### src/rtl/fp_normalize.sv
// Post-add normalizer for IEEE-754 single precision: handles carry-out, zero,
// overflow and underflow, and left-shifts one bit per cycle until the hidden one is set.
module fp_normalize (
   input  logic        clk,
   input  logic        rst_n,
   input  logic        in_valid,
   output logic        in_ready,
   input  logic        in_sign,
   input  logic [7:0]  in_exp,
   input  logic [24:0] in_mant,
   output logic        out_valid,
   input  logic        out_ready,
   output logic [31:0] result,
   output logic        zero,
   output logic        overflow,
   output logic        underflow
);

   typedef enum logic [1:0] {IDLE, NORM, DONE} state_t;

   state_t      state_q, state_d;
   logic        sign_q, sign_d;
   logic [7:0]  exp_q, exp_d;
   logic [23:0] mant_q, mant_d;
   logic [31:0] result_q, result_d;
   logic        zero_q, zero_d;
   logic        overflow_q, overflow_d;
   logic        underflow_q, underflow_d;

   always_comb begin
      state_d     = state_q;
      sign_d      = sign_q;
      exp_d       = exp_q;
      mant_d      = mant_q;
      result_d    = result_q;
      zero_d      = zero_q;
      overflow_d  = overflow_q;
      underflow_d = underflow_q;
      case (state_q)
         IDLE: begin
            if (in_valid) begin
               sign_d      = in_sign;
               exp_d       = in_exp;
               mant_d      = in_mant[23:0];
               zero_d      = 1'b0;
               overflow_d  = 1'b0;
               underflow_d = 1'b0;
               if (in_mant == 25'd0) begin
                  result_d = {in_sign, 31'd0};
                  zero_d   = 1'b1;
                  state_d  = DONE;
               end else if (in_mant[24]) begin
                  // Carry-out: one right shift normalizes; bit 0 is truncated
                  if (in_exp >= 8'hFE) begin
                     result_d   = {in_sign, 8'hFF, 23'd0};
                     overflow_d = 1'b1;
                  end else begin
                     result_d = {in_sign, in_exp + 8'd1, in_mant[23:1]};
                  end
                  state_d = DONE;
               end else if (in_exp == 8'hFF) begin
                  result_d   = {in_sign, 8'hFF, 23'd0};
                  overflow_d = 1'b1;
                  state_d    = DONE;
               end else begin
                  state_d = NORM;
               end
            end
         end
         NORM: begin
            if (mant_q[23] && exp_q != 8'd0) begin
               result_d = {sign_q, exp_q, mant_q[22:0]};
               state_d  = DONE;
            end else if (exp_q <= 8'd1) begin
               // Exponent would drop into denormal range: flush to zero
               result_d    = {sign_q, 31'd0};
               underflow_d = 1'b1;
               state_d     = DONE;
            end else begin
               mant_d = {mant_q[22:0], 1'b0};
               exp_d  = exp_q - 8'd1;
            end
         end
         DONE: begin
            if (out_ready) state_d = IDLE;
         end
         default: state_d = IDLE;
      endcase
   end

   always_ff @(posedge clk or negedge rst_n) begin
      if (!rst_n) begin
         state_q     <= IDLE;
         sign_q      <= 1'b0;
         exp_q       <= 8'd0;
         mant_q      <= 24'd0;
         result_q    <= 32'd0;
         zero_q      <= 1'b0;
         overflow_q  <= 1'b0;
         underflow_q <= 1'b0;
      end else begin
         state_q     <= state_d;
         sign_q      <= sign_d;
         exp_q       <= exp_d;
         mant_q      <= mant_d;
         result_q    <= result_d;
         zero_q      <= zero_d;
         overflow_q  <= overflow_d;
         underflow_q <= underflow_d;
      end
   end

   assign in_ready  = (state_q == IDLE);
   assign out_valid = (state_q == DONE);
   assign result    = result_q;
   assign zero      = zero_q;
   assign overflow  = overflow_q;
   assign underflow = underflow_q;

endmodule

### config.mk
export PLATFORM = sky130hd
export DESIGN_NAME = fp_normalize
export DESIGN_NICKNAME = d
export VERILOG_FILES = /design/src/rtl/fp_normalize.sv
export SDC_FILE = /design/constraint.sdc
export NUM_CORES = 1
export LEC_CHECK = 0
export ABC_AREA = 1
export BUFFER_PORTS_ARGS = -buffer_cell sky130_fd_sc_hd__buf_2
export CORE_UTILIZATION = 55
export DETAILED_ROUTE_END_ITERATION = 16
export MAX_ROUTING_LAYER = met4
export PLACE_DENSITY_LB_ADDON = 0.2
export SYNTH_ARGS = -nofsm -noshare
export SYNTH_HDL_FRONTEND = slang
export SYNTH_SLANG_ARGS = --single-unit
### constraint.sdc
create_clock -name clk -period 2.65 [get_ports clk]
set_input_delay 0.53 -clock clk [delete_from_list [all_inputs] [get_ports clk]]
set_output_delay 0.53 -clock clk [all_outputs]
set_load 0.01 [all_outputs]
* After elaboration in Yosys (flattened, before gate mapping)
Cells that the tools add are included.
Widths: inputs -> output; s select.
** Storage, ports and cells
- Register bits :: 70
- Logic and storage cells :: 65
** Cells by class
- Add/subtract/negate cells :: 2
- Magnitude comparators :: 2
- Equality and inequality tests :: 10
- Mux-type cells :: 33
- Reduce and logical (&&, ||, !) cells :: 10
** Operators by type and width (number)
- $mux 32 :: 6
- $mux 24 :: 3
- $pmux 32 s2 :: 1
- $pmux 24 s2 :: 1
- $mux 31 :: 1
- $logic_not 25->1 :: 1
- $mux 8 :: 3
- $pmux 8 s2 :: 1
- $mux 2 :: 7
- $reduce_and 4->1 :: 3
- $add 8x1->8 const B :: 1
- $eq 8x8->1 const B :: 1
- $ge 8x8->1 const B :: 1
- $le 8x1->1 const B :: 1
- $mux 1 :: 8
- $ne 2x2->1 const B :: 4
- $reduce_bool 8->1 :: 1
- $sub 8x1->8 const B :: 1
- $pmux 2 s3 :: 1
- $ne 4x1->1 const B :: 1
- $ne 3x3->1 const B :: 1
- $reduce_and 3->1 :: 1
- $eq 2x1->1 const B :: 1
- $eq 2x2->1 const B :: 1
- other kinds (6) :: 6

* Logic depth before layout (Yosys ltp)
Gate-level depths: netlist (run 1).
- Depth after elaboration :: 6
- Gate-level depth with buffers :: 13
- Gate-level depth less buffers :: 12

* Least setup slack after synthesis (run 1)
Ideal clock, no wire load.
- Path type :: input to register
- From :: input in_exp[0]
- To :: register result_q[10] (netlist: result[10])
- Library setup time :: 0.065 ns
- Arrival time :: 1.610 ns
- Required time :: 2.585 ns
- Slack :: 0.975 ns
- Cell stages on the path :: 9
- Cells stage by stage :: ha_1 inv_1 nor2_1 nand2_1 nand3_1 nor2_4 clkbuf_1 o21ai_0 nand2_1
** Between the ends
- Word-level cells in the longest chain between the ends :: 6
- Elaborated cells between the ends (all ways) :: 9
- Classes of those cells :: order compare: 1; eq/ne: 2; mux: 5; reduce/logical: 1
** RTL lines
- from (decl) :: RTL line 9 : input logic [7:0] in_exp,
- $ge 8x8->1 :: RTL line 54 : if (in_exp >= 8'hFE) begin
- $mux 31 :: RTL line 54
- $mux 32 :: RTL line 52 : end else if (in_mant[24]) begin
- $mux 32 :: RTL line 48 : if (in_mant == 25'd0) begin
- $mux 32 :: RTL line 41 : if (in_valid) begin
- $pmux 32 s2 :: RTL line 39 : case (state_q)
- to (signal assigned) :: RTL line 106 : result_q <= result_d;
- to (decl) :: RTL line 25 : logic [31:0] result_q, result_d;
Several ways; a longest one is shown, not always the timed one. The select of a mux whose other input is x is not followed.
A chain may end at the register's enable or synchronous reset.

* Worst setup path after layout (run 1)
- From :: register exp_q[0]
- To :: register mant_q[23]
** Between the ends
- Word-level cells in the longest chain between the ends :: 4
- Elaborated cells between the ends (all ways) :: 6
- Classes of those cells :: order compare: 1; eq/ne: 2; reduce/logical: 3
** RTL lines
- from (decl) :: RTL line 23 : logic [7:0] exp_q, exp_d;
- from (signal assigned) :: RTL line 104 : exp_q <= exp_d;
- parallel branches: the longest is 3 deep, another holds $le 8x1->1
- $reduce_and 4->1 (no source line) *
- to (signal assigned) :: RTL line 105 : mant_q <= mant_d;
- to (decl) :: RTL line 24 : logic [23:0] mant_q, mant_d;
Every way passes the cells marked *.

==> results of run 1 <==
==> worst max-delay path, cell delays in order (launching register included) <==
cell	delay, ps
dfrtp_1	390
inv_1	100
ha_1	260
inv_1	90
nand2_1	50
nand2_1	60
nor2_2	40
nor2_1	190
nand2_4	100
nand2_2	440
buf_12	240
nand2_1	100
nand2_1	80
==> power breakdown <==
part | switching (mW) | internal, mW
registers | 0.286 | 1.54
logic | 1.41 | 0.724
clock network | 0.422 | 0.491
total | 2.12 | 2.76
==> cell usage in the layout, fill, tap and decap left out <==
cell        instances
o21ai_0           112
bufinv_16           1
a32o_1              1
dfrtp_1            70
clkbuf_8           11
nand3b_1            2
nor3_1              1
nor2_1             26
nand2_2             3
nand2_1           207
o21ai_2             1
inv_2               2
nand3_4             1
clkbuf_1            1
ha_1                5
inv_1              54
buf_12              2
nor2_4              4
xor2_1              4
nor2_2              3
o21bai_1            1
buf_4               7
nand2_4             1
nand4_1             3
o21ai_1             6
o21a_1              1
buf_2              74
a21oi_4             1
o211ai_1            2
clkinvlp_4          2
a21oi_1             3
inv_6               1
nand3_1            20
==> state kept, by name, indices dropped and copies added, names as in the netlist <==
register,count
result,32
mant_q,24
exp_q,8
state_q,2
overflow,1
sign_q,1
underflow,1
zero,1
==> layer usage <==
metal  up-vias  track usage, %
met1      1769            39.9
met4         0            9.09
met5         -               -
li1       1918               -
met3        16            4.45
met2       135            42.8
==> Yosys cell counts (3+ instances only) <==
cell and count:
nor2_1 27, ha_1 5, nand4_1 3, nand2_2 3, dfrtp_1 70, clkbuf_2 3
nand2_1 207, nand3_1 20, inv_1 54, nor2_4 4, xor2_1 4, clkbuf_1 10
o21ai_1 6, buf_6 4, a21oi_1 3, o21ai_0 112, buf_2 10
==> kinds of logic after synthesis <==
kind of cell | after synthesis | synth area share, %
flip-flops | 70 | 43.8
XOR/XNOR | 4 | 0.876
AND/OR/NAND/NOR | 271 | 28.1
adder cells (fa/ha/maj) | 5 | 1.56
AO/OA/AOI/OAI | 128 | 16.8
buffers and inverters | 83 | 8.95
==> worst max path at each step <==
stage	startpoint	end	slack [ps]	depth (start not counted)
global route	exp_q[1]	result[19]	260	13
floorplan	in_exp[0]	result[10]	970	9
CTS	exp_q[0]	mant_q[23]	450	12
global placement	exp_q[0]	mant_q[23]	550	12
finish	exp_q[0]	mant_q[23]	420	12
detailed placement	exp_q[0]	mant_q[23]	470	12
==> layout make-up <==
class	count	area share (%)
inverter	56	4.52
timing repair buffer	83	9.96
sequential	70	37.7
clock buffer	12	3.34
multi-input combinational	408	40.7
tap	96	2.58
clock inverter	4	1.16
==> results.json, run 1 <==
{
  "cp_data_required_time_ps": 2920,
  "r2r_cells": 12,
  "drc": 0,
  "io_buffers": 74,
  "cp-start-kind": "register",
  "rr_startpoint": "exp_q[0]",
  "clock_path_buffers": 2,
  "crit_fanout": 33,
  "met1_length_um": 4580,
  "synthesis.area_sq_um": 4000,
  "wl_per_cell_um": 13.5,
  "die_area_sq_um": 7620,
  "synthArstFlopShare_pct": 100,
  "outcome": "finished, final reports clean",
  "fin_cells": 729,
  "drive_above_1_share_pct": 18.0,
  "synth_top_area_cell": "dfrtp_1",
  "fill_cells": 647,
  "seq_area_frac_synth_pct": 43.8,
  "viasPerCell": 5.26,
  "r2r-end": "mant_q[23]",
  "synth_top_area_share_pct": 43.8,
  "vias": 3838,
  "yosysWarnings": 0,
  "fmax_ghz": 0.449,
  "crit_type": "register to register",
  "start_util_pct": 57.9,
  "yosys.cell_types.count": 29,
  "hold_buffers": 0,
  "fp.dieW_um": 87.3,
  "dr_wl_met3_um": 617,
  "first_global_vias": 3514,
  "antenna_found_initial": 0,
  "synth_edf_count": 0,
  "p_leak_nw": 2.46,
  "grt_max_degree": 71,
  "rows": 30,
  "period_share_pct": 84.0,
  "post_dp_cell_area_sq_um": 4440,
  "r2r_setup_slack_ps": 420,
  "highest_layer": "met4",
  "postCtsSetupBuffers": 0,
  "end_kind": "register",
  "die_height_um": 87.3,
  "hp-class": "input pin to asynchronous set/reset pin",
  "diodes": 0,
  "synthCells": 561,
  "syn_to_final_growth_pct": 16.2,
  "cts_made_buffers": 9,
  "dpl_worst_slack_ps": 474,
  "synthTopCellsByArea": "dfrtp_1 44%, nand2_1 19%, o21ai_0 14%",
  "worstMarginPinSlew_ps": 586,
  "drt_iter0_drc": 282,
  "design_area_sq_um": 4650,
  "htreeDepth": 3,
  "worst_slack_ps": 423,
  "grt_remaining_overflow": 0,
  "clk_pin_slew_worst_paths_ps": 80,
  "cts_tree": "done",
  "placed_cells": 713,
  "p_per_area_nw_per_um2": 1050,
  "fin_tns_setup_ps": 0,
  "gp_congestion": 0.929,
  "hold_slack_ps": 192,
  "wl_met2_um": 4500,
  "drt-total-wl_um": 9840,
  "fin_worst_skew_ps": 11.1,
  "grt_pass1_wl_um": 16400,
  "synth.avg_cell_area_sq_um": 7.13,
  "clk_latency_ps": 340,
  "root_buffer": "clkbuf_8",
  "drt_first_pass_iters": 5,
  "nNetsFinal": 671,
  "core_sq_um": 6910,
  "multi_input_area_sq_um": 1890,
  "synth_ff_type": "dfrtp_1",
  "syn-num-nets": 604,
  "maxCapViolations": 0,
  "final_util_pct": 67.3,
  "ios": 75,
  "grt_use_total_pct": 28.6,
  "ir_worst_vdd_uv": 480,
  "relSlewSlack_pct": 61.0,
  "min_period_ps": 2230,
  "cts_resized": 0,
  "rsz0062_at_grt": "no",
  "arrival_ps": 2500,
  "antenna_left": 0,
  "maxSlewViolCount": 0,
  "ys_ff_latch": 70,
  "setup_viol": 0,
  "hpwlAfterDp_um": 6830,
  "power_mw": 4.87,
  "seq_area_sq_um": 1750,
  "cts.sinks": 70,
  "finalHoldViolCount": 0
}
No activity file was read; power rests on OpenSTA's default activity.
==> run 2: changes to the inputs <==
CORE_UTILIZATION = 50   (was 55)
clock period = 1.78 ns   (was 2.65 ns; I/O delays follow)
==> run 2 against run 1 <==
The flow now finishes with violations (hold timing, setup timing). Sequential power grew 50%. Power up 87%. Core utilization increased by 2.1 points. Fmax increased by 13%. Clock skew up 4.8 ps. First-iteration DRC count rose by 20%. Critical endpoint is now result[2].
==> results.json, run 2 (synthesized netlist as in run 1, its figures left out) <==
{
  "hp-class": "input pin to asynchronous set/reset pin",
  "cts_tree": "done",
  "clk_pin_slew_worst_paths_ps": 80,
  "fp.dieW_um": 91.4,
  "fill_cells": 635,
  "clock_path_buffers": 2,
  "first_global_vias": 3715,
  "wl_per_cell_um": 15.5,
  "hpwlAfterDp_um": 7320,
  "grt-busiest-layer": "met2",
  "grt_remaining_overflow": 0,
  "crit_fanout": 7,
  "drt_first_pass_iters": 5,
  "grt_pass1_wl_um": 17300,
  "multi_input_area_sq_um": 2060,
  "rows": 32,
  "violations": "hold timing, setup timing",
  "diodes": 0,
  "end_kind": "register",
  "critPathMostFrequentCell": "nand2_1",
  "io_buffers": 74,
  "crit_path_top_delay_cell": "dfrtp_1",
  "dpl_worst_slack_ps": -84.1,
  "worst_slack_ps": -192,
  "cts.sinks": 70,
  "clk_latency_ps": 350,
  "p_per_area_nw_per_um2": 1700,
  "fin_tns_setup_ps": -7930,
  "gp_congestion": 0.859,
  "viasPerCell": 5.44,
  "largest_reg_flops": 32,
  "ios": 75,
  "relSlewSlack_pct": 60.7,
  "power_mw": 9.14,
  "final_common_cell": "nand2_1",
  "maxCapViolations": 0,
  "cp_data_required_time_ps": 2070,
  "drt_iter0_drc": 338,
  "fmax_ghz": 0.507,
  "drive_above_1_share_pct": 28.0,
  "maxSlewViolCount": 0,
  "antenna_left": 0,
  "grt_util_met3_pct": 2.93,
  "nNetsFinal": 706,
  "vias": 4187,
  "core_sq_um": 7730,
  "die_height_um": 91.4,
  "cts_made_buffers": 9,
  "start_util_pct": 51.8,
  "seq_area_sq_um": 1750,
  "cp-start-kind": "register",
  "use_met2_pct": 43.4,
  "hold_slack_ps": -0.805,
  "met1_usage_pct": 36.1,
  "grt_use_total_pct": 27.3,
  "grt_max_degree": 30,
  "design_area_sq_um": 5360,
  "outcome": "finished, violations left",
  "antenna_found_initial": 0,
  "p_leak_nw": 2.78,
  "setup_viol": 64,
  "arrival_ps": 2260,
  "drt-total-wl_um": 11900,
  "final_cell_mix": "181 x nand2_1, 94 x o21ai_0, 74 x buf_2",
  "syn_to_final_growth_pct": 34.1,
  "crit_type": "register to register",
  "cp_slowest_stage_delay_ps": 390,
  "rsz0062_at_grt": "yes",
  "ir_worst_vdd_uv": 802,
  "min_period_ps": 1970,
  "die_area_sq_um": 8360,
  "htreeDepth": 3,
  "period_share_pct": 111,
  "path_cells": "inv_2, ha_4, inv_2, nand2_1, nand2_1, nor2_2, nor2_2, nand2_4, nand3_4, nor2_4, clkbuf_16, nand2_2, nand2_1",
  "finalHoldViolCount": 1,
  "fin_worst_skew_ps": 15.9,
  "post_dp_cell_area_sq_um": 4670,
  "hold_buffers": 0,
  "root_buffer": "clkbuf_8",
  "drc": 0,
  "worstMarginPinSlew_ps": 590
}
==> run 2: cell types whose count changed in the layout (fill, tap and decap cells not counted), sizes merged <==
cell      change
clkbuf        +4
clkinvlp      -1
buf          +29
clkinv        +1
inv           -1
nand2         +1
bufinv        +2
==> run 2: per-stage QoR <==
stage / utilization, % / cells
floorplan: - / 561
global placement: 60.4 / 734
detailed placement: 60.4 / 734
CTS: 63.8 / 751
global route: 69.4 / 770
finish: 69.4 / 770
==> run 2: layout make-up <==
class	count	share of cell area [%]
clock buffer	11	2.64
multi-input combinational	409	38.4
clock inverter	5	1.98
tap	102	2.38
timing repair buffer	117	18.0
inverter	56	3.92
sequential	70	32.7
==> run 2: metal layers <==
metal / up-vias / share of wire (%)
met2: 173 / 48
met3: 26 / 6.6
met4: 0 / 2.5
li1: 1996 / -
met1: 1992 / 43
met5: - / 0
==> run 2: timing repair <==
action,CTS,global route
endpoints found under the hold margin,0,0
pin swaps,0,15
gates cloned,0,9
buffers inserted,1,10
gates resized for setup,4,64
setup endpoints to repair,62,65
==> run 2: final timing paths <==
kind                             from          to  slack (ps)  cells after the start
max                          exp_q[1]   result[2]        -190                     13
min                             rst_n  result[19]        -0.8                      1
max reg2reg                  exp_q[1]   result[2]        -190                     13
min reg2reg                result[26]  result[26]         470                      2
max in group asynchronous       rst_n    exp_q[6]        1200                      2
min in group clk           in_mant[0]   mant_q[0]         270                      3
==> run 2: critical path: cells and delay by family, from the launching register on <==
family,cells,cell delay (ps)
simple gates,9,960
flops,1,390
buf+inv,3,400
fa+ha+maj,1,160
==> run 2: report_power, final <==
group	switching, mW	internal [mW]	leakage, nW	total (mW)
clock network	0.645	0.973	0.120	1.62
logic	2.74	2.04	1.78	4.78
registers	0.442	2.30	0.880	2.74
